File: src/rtl/inst_fetch_pkg.sv
// Shared CPU definitions: stall-vector bit positions, datapath widths,
// the canonical NOP encoding and the fetch-stage state type.
package cpu_defs;

  localparam int unsigned STALL_PC = 0;
  localparam int unsigned STALL_IF = 1;

  localparam int unsigned ADDR_W = 32;
  localparam int unsigned INST_W = 32;

  localparam logic [INST_W-1:0] NOP_INST = 32'h00000013;

  typedef enum logic {
    IDLE,
    MISS
  } fetch_state_e;

endpackage

File: src/rtl/inst_fetch_icache_array.sv
// Direct-mapped instruction cache storage: one 32-bit word per line.
// Combinational read port, synchronous write port; reset clears only the
// valid bits, so tag/data contents are don't-care until a line is written.
module icache_array
  import cpu_defs::*;
#(
  parameter int unsigned INDEX_LEN   = 7,
  parameter int unsigned ICACHE_SIZE = 128
) (
  input  logic                          clk_in,
  input  logic                          rst_in,
  input  logic [INDEX_LEN-1:0]          rd_index,
  input  logic [ADDR_W-INDEX_LEN-3:0]   rd_tag,
  output logic                          rd_hit,
  output logic [INST_W-1:0]             rd_data,
  input  logic                          wr_en,
  input  logic [INDEX_LEN-1:0]          wr_index,
  input  logic [ADDR_W-INDEX_LEN-3:0]   wr_tag,
  input  logic [INST_W-1:0]             wr_data
);

  logic [ICACHE_SIZE-1:0]        valid_q;
  logic [ADDR_W-INDEX_LEN-3:0]   tag_q  [ICACHE_SIZE];
  logic [INST_W-1:0]             data_q [ICACHE_SIZE];

  // Valid bits: cleared on reset, set when a line is filled.
  always_ff @(posedge clk_in) begin
    if (rst_in) begin
      valid_q <= '0;
    end else if (wr_en) begin
      valid_q[wr_index] <= 1'b1;
    end
  end

  // Tag and data storage; a fill overwrites whatever the line held.
  always_ff @(posedge clk_in) begin
    if (wr_en) begin
      tag_q[wr_index]  <= wr_tag;
      data_q[wr_index] <= wr_data;
    end
  end

  // Lookup: hit when the indexed line is valid and its tag matches.
  always_comb begin
    rd_hit  = valid_q[rd_index] && (tag_q[rd_index] == rd_tag);
    rd_data = data_q[rd_index];
  end

endmodule

File: src/rtl/inst_fetch.sv
// Instruction-fetch stage: looks up pc_in, fetches missed words from the
// memory controller and hands (pc, inst) pairs to decode.
// ICACHE_EN defined   : direct-mapped cache (icache_array).
// ICACHE_EN undefined : a single-entry buffer holding the last fetched word.
module inst_fetch
  import cpu_defs::*;
#(
  parameter int unsigned INDEX_LEN   = 7,
  parameter int unsigned ICACHE_SIZE = 128
) (
  input  logic              clk_in,
  input  logic              rst_in,
  input  logic              rdy_in,
  input  logic [ADDR_W-1:0] pc_in,
  input  logic [5:0]        stall_in,
  input  logic              branch_or_not,
  input  logic              mem_done_in,
  input  logic [INST_W-1:0] mem_inst_in,
  output logic              mem_req_out,
  output logic [ADDR_W-1:0] mem_addr_out,
  output logic              if_stall_req_out,
  output logic              if_valid_out,
  output logic [ADDR_W-1:0] if_pc_out,
  output logic [INST_W-1:0] if_inst_out
);

  fetch_state_e      state_q, state_d;
  logic              req_d;
  logic [ADDR_W-1:0] addr_d;
  logic              valid_d;
  logic [ADDR_W-1:0] pc_d;
  logic [INST_W-1:0] inst_d;

  logic              lk_hit;
  logic [INST_W-1:0] lk_data;
  logic              fill_en;

  // Bits of inputs/configuration with no role in the datapath.
  logic unused_bits;
  assign unused_bits = ^{pc_in[1:0], stall_in[5:2], stall_in[STALL_PC],
                         (ICACHE_SIZE != (32'd1 << INDEX_LEN))};

  // A fill lands only from MISS; a done pulse while frozen is not observed.
  assign fill_en = rdy_in && (state_q == MISS) && mem_done_in;

`ifdef ICACHE_EN
  logic [INDEX_LEN-1:0]        lk_index;
  logic [ADDR_W-INDEX_LEN-3:0] lk_tag;

  assign lk_index = pc_in[INDEX_LEN+1:2];
  assign lk_tag   = pc_in[ADDR_W-1:INDEX_LEN+2];

  // Fill address comes from the latched request, not pc_in, because a
  // redirect during MISS may already have moved pc_in elsewhere.
  icache_array #(
    .INDEX_LEN   (INDEX_LEN),
    .ICACHE_SIZE (ICACHE_SIZE)
  ) u_icache (
    .clk_in   (clk_in),
    .rst_in   (rst_in),
    .rd_index (lk_index),
    .rd_tag   (lk_tag),
    .rd_hit   (lk_hit),
    .rd_data  (lk_data),
    .wr_en    (fill_en),
    .wr_index (mem_addr_out[INDEX_LEN+1:2]),
    .wr_tag   (mem_addr_out[ADDR_W-1:INDEX_LEN+2]),
    .wr_data  (mem_inst_in)
  );
`else
  logic              buf_valid_q;
  logic [ADDR_W-3:0] buf_addr_q;
  logic [INST_W-1:0] buf_data_q;

  // One-entry buffer capturing the last returned word with its address.
  always_ff @(posedge clk_in) begin
    if (rst_in) begin
      buf_valid_q <= 1'b0;
      buf_addr_q  <= '0;
      buf_data_q  <= '0;
    end else if (fill_en) begin
      buf_valid_q <= 1'b1;
      buf_addr_q  <= mem_addr_out[ADDR_W-1:2];
      buf_data_q  <= mem_inst_in;
    end
  end

  // Buffer lookup by full word address.
  always_comb begin
    lk_hit  = buf_valid_q && (buf_addr_q == pc_in[ADDR_W-1:2]);
    lk_data = buf_data_q;
  end
`endif

  // Stall request: outstanding fetch, or current pc_in does not hit.
  always_comb begin
    if_stall_req_out = (state_q == MISS) || !lk_hit;
  end

  // State register; frozen while rdy_in is low.
  always_ff @(posedge clk_in) begin
    if (rst_in) begin
      state_q <= IDLE;
    end else if (rdy_in) begin
      state_q <= state_d;
    end
  end

  // Next state and next registered outputs; flush beats stall beats lookup.
  always_comb begin
    state_d = state_q;
    req_d   = mem_req_out;
    addr_d  = mem_addr_out;
    valid_d = if_valid_out;
    pc_d    = if_pc_out;
    inst_d  = if_inst_out;
    case (state_q)
      IDLE: begin
        if (branch_or_not) begin
          valid_d = 1'b0;
        end else if (!stall_in[STALL_IF]) begin
          if (lk_hit) begin
            valid_d = 1'b1;
            pc_d    = pc_in;
            inst_d  = lk_data;
          end else begin
            valid_d = 1'b0;
            req_d   = 1'b1;
            addr_d  = {pc_in[ADDR_W-1:2], 2'b00};
            state_d = MISS;
          end
        end
      end
      MISS: begin
        // The request cannot be aborted: a flush only kills the output.
        if (branch_or_not) begin
          valid_d = 1'b0;
        end
        if (mem_done_in) begin
          req_d   = 1'b0;
          state_d = IDLE;
        end
      end
      default: begin
        state_d = IDLE;
      end
    endcase
  end

  // Registered memory-request and decode outputs.
  always_ff @(posedge clk_in) begin
    if (rst_in) begin
      mem_req_out  <= 1'b0;
      mem_addr_out <= '0;
      if_valid_out <= 1'b0;
      if_pc_out    <= '0;
      if_inst_out  <= '0;
    end else if (rdy_in) begin
      mem_req_out  <= req_d;
      mem_addr_out <= addr_d;
      if_valid_out <= valid_d;
      if_pc_out    <= pc_d;
      if_inst_out  <= inst_d;
    end
  end

endmodule

File: config.mk
export PLATFORM = sky130hd
export DESIGN_NAME = inst_fetch
export DESIGN_NICKNAME = d
export VERILOG_FILES = /design/src/rtl/inst_fetch_pkg.sv /design/src/rtl/inst_fetch_icache_array.sv /design/src/rtl/inst_fetch.sv
export SDC_FILE = /design/constraint.sdc
export NUM_CORES = 1
export LEC_CHECK = 0
export BUFFER_PORTS_ARGS = -buffer_cell sky130_fd_sc_hd__buf_2
export CAP_MARGIN = 5
export CORE_MARGIN = 4
export CORE_UTILIZATION = 48
export DETAILED_ROUTE_END_ITERATION = 6
export PLACE_DENSITY = 0.77
export SLEW_MARGIN = 25
export SYNTH_ARGS = -nofsm -noshare
export SYNTH_HDL_FRONTEND = slang
export SYNTH_SLANG_ARGS = --single-unit
File: constraint.sdc
create_clock -name clk_in -period 2 [get_ports clk_in]
set_clock_uncertainty 0.05 [all_clocks]
set_input_delay 0.1 -clock clk_in [delete_from_list [all_inputs] [get_ports clk_in]]
set_output_delay 0.1 -clock clk_in [all_outputs]
set_load 0.1 [all_outputs]
==> reports/metrics.cfg, run 1 <==
[sta]
tns_ns = -14.90
rsz0062_at_grt = yes
slew_headroom_pct = 64.32
finalCritPeriodShare_pct = 117.8
holdWs_ns = 0.02891
setup_viol = 97
period_needed_ns = 2.356
fmax_mhz = 424.4
maxSlewViolCount = 0
worstMarginPinSlew_ns = 0.5352
fin_ws_ns = -0.3561
hold_violations = 0

[logic_synthesis]
yosysSeqAreaShare_pct = 47.48
synth-seq-cells = 160
syn_area_per_cell_um2 = 8.762
synth.cell_area_um2 = 6746
yosysUniqueCellTypes = 30
ys_top_cells_by_area = dfxtp_1, a21oi_1, nand2_1
synth_top_area_cell = dfxtp_1
yosys_warnings = 0
netlist_instances = 770
synth_top_area_share_pct = 47.48

[critical_path]
r2r-start = buf_addr_q[4]$_SDFFE_PP0P_
critPathArrivalTime_ns = 2.21
cp_max_fo = 2
timing.rr.end = if_pc_out[11]$_SDFFE_PP0P_
r2r_cells = 7
crit_type = reg -> out
end_kind = primary output
cp_data_required_time_ns = 1.85
start_kind = flip-flop
rrSetupSlack_ns = -0.26

[floorplan]
die_h_um = 126.6
fp.dieArea_um2 = 16020
num_rows = 43
io_pins = 174
initial_core_util_pct = 48.79
die_w_um = 126.6
core_um2 = 13830

[min_path]
min_path_cells = 4
hold_path_class = in -> reg
min_to = mem_addr_out[26]$_SDFFE_PP0P_
hold_path.startpoint = pc_in[26]

[routing]
drt-total-wl_mm = 22.40
via_count = 6754
wl_per_cell_um = 18.87
ant_nets = 0
drtIter0Drc = 807
firstDrtPassIters = 5
viasPerCell = 5.690
drc = 0

[run_status]
outcome = finished with violations
violations = setup timing

[clock_tree]
cts_made_buffers = 17
tritoncts = yes
clk_latency_ns = 0.43
root_buffer = clkbuf_16
clk_pin_slew_worst_paths_ns = 0.06
cts_buffer_depth = 2
cts.sinks = 160
cts_max_level = 4

[power]
clockPowerShare_pct = 44.2
p_switching_mw = 1.757
leakage_nw = 3.940
intPower_mw = 5.349
fin_total_pwr_mw = 7.106
powerDensity_nw_per_um2 = 715.6
vdd_drop_max_uv = 619.6
power_frac_comb_pct = 10.2
seqPwrFrac_pct = 45.6
switching_share_pct = 24.73

[grt]
grt_usage_pct = 27.11
antenna_found_initial = 0
grt_max_degree = 117
grt_pass1_wl_mm = 34.80
overflow = 0
grt_pass1_vias = 6645

[layout]
seq_area_um2 = 3219
fillers = 991
drive_above_1_share_pct = 35.95
fin_util_pct = 71.81
multi_input_area_um2 = 3626
fin_area_um2 = 9930
n_antenna_cell = 0
area_delta_synth_final_pct = 47.18
fin_nets = 1069

[flow_run]
maxCapViolations = 0

[placement]
port_buffers = 166
dpl.hpwl_mm = 12.46
placed_cell_area_um2 = 7933
gp_congestion = 0.7954

state kept, by name, summed over array words and instances, names as in the netlist:
| signal | flops |
|---|---|
| state_q | 1 |
| buf_addr_q | 30 |
| if_inst_out | 32 |
| buf_valid_q | 1 |
| buf_data_q | 32 |
| if_valid_out | 1 |
| mem_addr_out | 30 |
| if_pc_out | 32 |
| mem_req_out | 1 |
stage by stage:
stage | worst slack, ns | instances
final | -0.3561 | 1187
after global routing | -0.3867 | 1187
after CTS | -0.3091 | 1189
after detailed placement | -0.08536 | 1081
after global placement | -0.04811 | 1081
after floorplan | 0.09717 | 771
metal layers:
metal | global-route usage [%] | up-vias | wire [um]
li1 | - | 3169 | -
met1 | 33.96 | 3249 | 9240
met2 | 45.21 | 288 | 10930
met3 | 6.779 | 48 | 1684
met4 | 10.09 | 0 | 549
met5 | 0 | - | 0
worst max-delay path: stages (launching register included):
cell and delay [ns]:
dfxtp_2 0.33, xnor2_1 0.17, nand4_1 0.16, or4_4 0.58
or3_4 0.36, buf_12 0.17
cells in the final DEF, fill, tap and decap left out, drive strengths merged, types with 3 or more instances in the layout:
cell,n
buf,228
dfxtp,160
a21oi,128
nand2,127
nand4,69
o31ai,64
nand2b,60
dlygate4sd3,54
mux2i,30
clkbuf,23
xor2,15
xnor2,15
clkinv,5
clkinvlp,4
nor4,4
nor2,3
kinds of logic (layout without fill, tap and decap cells):
family	count (synthesis)	in the layout	share of synthesized area [%]
flip-flops	160	160	47.48
other	1	2	0.05558
AND/OR/NAND/NOR	272	272	20.51
XOR/XNOR	30	30	3.895
multiplexers	30	30	4.451
buffers and inverters	82	318	5.935
AO/OA/AOI/OAI	195	195	17.67
power by group through the flow:
| stage | Sequential, mW | Clock, mW | Combinational [mW] |
|---|---|---|---|
| 2_1_floorplan | 3.47 | 0 | 0.215 |
| 3_3_place_gp | 3.31 | 0 | 0.582 |
| 3_5_place_dp | 3.31 | 0 | 0.583 |
| 4_1_cts | 3.24 | 3.16 | 0.707 |
| 5_1_grt | 3.25 | 3.32 | 0.761 |
| 6_report | 3.24 | 3.14 | 0.726 |
how the worst max path moves through the flow:
stage	start	endpoint	slack, ns	cells past startpoint
floorplan	buf_addr_q[29]$_SDFFE_PP0P_	if_stall_req_out	0.1	5
global placement	buf_addr_q[28]$_SDFFE_PP0P_	if_inst_out[0]$_SDFFE_PP0P_	-0.05	6
detailed placement	buf_addr_q[12]$_SDFFE_PP0P_	if_pc_out[16]$_SDFFE_PP0P_	-0.09	6
CTS	buf_addr_q[5]$_SDFFE_PP0P_	if_stall_req_out	-0.31	5
global route	buf_addr_q[4]$_SDFFE_PP0P_	if_stall_req_out	-0.39	5
finish	buf_addr_q[4]$_SDFFE_PP0P_	if_stall_req_out	-0.36	5
final cells by class:
cell class                      count  share of cell area, %
Clock inverter                     11                  1.159
Sequential cell                   160                  32.42
Multi-Input combinational cell    529                  36.52
Clock buffer                       21                  4.536
Tap cell                          180                  2.268
Inverter                            1                0.03780
Timing Repair Buffer              285                  23.06
cells in the mapped netlist:
cell type  number
buf_1           9
nor4_1          4
nor4b_1         1
o21ai_2         1
inv_1           1
nand2_1       127
buf_6           9
o31ai_1        54
nor2_1          3
and3_1          1
conb_1          1
buf_4           2
dfxtp_1       160
mux2i_1        30
and4_1          1
a21oi_1       128
nand3_1         2
clkbuf_1       47
or4_4           1
nor3_1          1
or3_1           1
o21ai_0         1
xor2_1         15
nand3b_1        1
nand4_1        69
o31ai_2        10
xnor2_1        15
nand2b_1       60
a211oi_1        1
buf_2          14
repair_timing:
item / CTS / global route
buffers inserted: 17 / 3
hold buffers: 54 / 0
endpoints found under the setup margin: 97 / 98
gates resized for setup: 90 / 36
endpoints found under the hold margin: 68 / 0
cloned: 8 / 1
pin swaps: 66 / 16
No activity file was read; power rests on OpenSTA's default activity.
==> run 2: changes to the inputs <==
Settings changed: CORE_ASPECT_RATIO set to 0.75, CTS_CLUSTER_SIZE set to 25.
==> reports/metrics.cfg, run 2 (synthesized netlist as in run 1, its figures left out) <==
[layout]
fin_nets = 1083  ; was 1069
fin_util_pct = 74.57  ; was 71.81%
final_common_cell = buf_2  ; unchanged
drive_above_1_share_pct = 34.97  ; was 35.95%
seq_area_um2 = 3218  ; was 3219 um^2
n_antenna_cell = 0  ; unchanged
fillers = 901  ; was 991
area_delta_synth_final_pct = 51.98  ; was 47.18%
reg_top3 = buf_data_q: 32 flops, if_inst_out: 32 flops, if_pc_out: 32 flops  ; unchanged
final_cell_mix = buf_2, dfxtp_1, nand2_1  ; unchanged
multi_input_area_um2 = 3635  ; was 3626 um^2
layout.cells.non_filler = 1196  ; was 1187

[clock_tree]
root_buffer = clkbuf_16  ; unchanged
cts.sinks = 160  ; unchanged
cts_made_buffers = 17  ; unchanged
cts_max_level = 4  ; unchanged
clk_pin_slew_worst_paths_ns = 0.07  ; was 0.06 ns
tritoncts = yes  ; unchanged
clk_latency_ns = 0.43  ; about the same
cts_buffer_depth = 2  ; unchanged

[routing]
drt-met1-wl_mm = 10.39  ; was 9.240 mm
drc = 0  ; unchanged
viasPerCell = 5.828  ; was 5.690
highest_layer = met4  ; unchanged
ant_nets = 0  ; unchanged
firstDrtPassIters = 5  ; unchanged
drt-total-wl_mm = 24.92  ; was 22.40 mm
wl_per_cell_um = 20.84  ; was 18.87 um
wl_met2_mm = 11.37  ; was 10.93 mm
via_count = 6970  ; was 6754
wl_met3_mm = 2.671  ; was 1.684 mm
drtIter0Drc = 563  ; was 807

[sta]
fmax_mhz = 422.9  ; was 424.4 MHz
setup_viol = 97  ; unchanged
maxSlewViolCount = 0  ; unchanged
fin_ws_ns = -0.3649  ; was -0.3561 ns
holdWs_ns = 0.03269  ; was 0.02891 ns
tns_ns = -16.67  ; was -14.90 ns
finalCritPeriodShare_pct = 118.2  ; was 117.8%
rsz0062_at_grt = yes  ; unchanged
hold_violations = 0  ; unchanged
period_needed_ns = 2.365  ; was 2.356 ns
slew_headroom_pct = 65.48  ; was 64.32%
worstMarginPinSlew_ns = 0.5178  ; was 0.5352 ns

[floorplan]
initial_core_util_pct = 49.07  ; was 48.79%
die_h_um = 110.7  ; was 126.6 um
die_w_um = 144.9  ; was 126.6 um
fp.dieArea_um2 = 16040  ; was 16020 um^2
io_pins = 174  ; unchanged
num_rows = 37  ; was 43
core_um2 = 13750  ; was 13830 um^2

[critical_path]
end_kind = primary output  ; unchanged
critPathArrivalTime_ns = 2.21  ; about the same
r2r-start = buf_addr_q[20]$_SDFFE_PP0P_  ; was buf_addr_q[4]$_SDFFE_PP0P_
crit_type = reg -> out  ; unchanged
start_kind = flip-flop  ; unchanged
cp_data_required_time_ns = 1.85  ; about the same
cp-startpoint = buf_addr_q[20]$_SDFFE_PP0P_  ; was buf_addr_q[4]$_SDFFE_PP0P_
cp_max_fo = 2  ; unchanged

[power]
powerDensity_nw_per_um2 = 702.5  ; was 715.6 nW/um^2
vdd_drop_max_uv = 592.0  ; was 619.6 uV
leakage_nw = 4.079  ; was 3.940 nW
fin_total_pwr_mw = 7.203  ; was 7.106 mW

[placement]
port_buffers = 166  ; unchanged
dpl.hpwl_mm = 12.81  ; was 12.46 mm
gp_congestion = 0.8139  ; was 0.7954
dp_cells = 1063  ; was 1081

[flow_run]
maxCapViolations = 0  ; unchanged

[grt]
grt_pass1_vias = 6909  ; was 6645
grt_max_degree = 68  ; was 117
overflow = 0  ; unchanged
antenna_found_initial = 0  ; unchanged
grt_pass1_wl_mm = 37.78  ; was 34.80 mm
grt_usage_pct = 29.98  ; was 27.11%

[min_path]
hold_path_class = in -> reg  ; unchanged
hold_path.startpoint = pc_in[20]  ; was pc_in[26]

[run_status]
outcome = finished with violations  ; unchanged
violations = setup timing  ; unchanged

-- run 2: changes by cell type in the layout (fill, tap and decap cells not counted), moves of 3 or more --
cell           previous run  this run
dlygate4sd3_1            54        63
o31ai_1                   2        14
buf_4                    31        20
o31ai_4                   6        14
buf_12                   15        23
inv_8                     0         4
clkbuf_1                  3         0
o31ai_2                  56        36
buf_8                     2         6
inv_6                     0         3
buf_16                    7        11
-- run 2: cell type report --
cell class | count | area share [%]
Multi-Input combinational cell | 529 | 35.45
Sequential cell | 160 | 31.38
Timing Repair Buffer | 299 | 25.39
Clock buffer | 17 | 4.149
Tap cell | 175 | 2.135
Clock inverter | 15 | 1.452
Inverter | 1 | 0.03661
-- run 2: critical path, cell delays in order, from the launching register on --
cell and delay, ns:
dfxtp_2 0.33, xnor2_2 0.15, nand4_1 0.18, or4_4 0.59, or3_4 0.36, buf_12 0.17
-- run 2: stage by stage --
stage,instance area [um^2],setup WS [ns]
2_1_floorplan,6755,0.09717
3_3_place_gp,7891,-0.06362
3_5_place_dp,7891,-0.1127
4_1_cts,10130,-0.3123
5_1_grt,10250,-0.4111
6_report,10250,-0.3649
-- run 2: path summary, 6_finish.rpt --
path / to / slack, ns / cells past startpoint
setup reg to reg: if_inst_out[16]$_SDFFE_PP0P_ / -0.32 / 9
hold / removal: mem_addr_out[20]$_SDFFE_PP0P_ / 0.03 / 4
setup / recovery: if_stall_req_out / -0.36 / 5
hold reg to reg: buf_data_q[10]$_SDFFE_PP0P_ / 0.41 / 2
-- run 2: timing repair --
action | CTS | global route
hold buffers | 63 | 0
cloned | 14 | 2
gates resized for setup | 102 | 39
setup endpoints to repair | 90 | 98
hold endpoints to repair | 86 | 0
setup buffers | 45 | 8
pin swaps | 78 | 16
-- run 2: power breakdown --
part / switching (mW) / leakage [nW] / internal [mW]
clock: 1.46 / 0.282 / 1.75
sequential: 0.0287 / 1.30 / 3.22
combinational: 0.469 / 2.50 / 0.278
total: 1.95 / 4.08 / 5.25
-- run 2: metal layers --
metal	GRT usage [%]	vias to the layer above
li1	-	3201
met1	41.12	3322
met2	45.73	400
met3	9.271	47
met4	8.080	0
met5	0	-
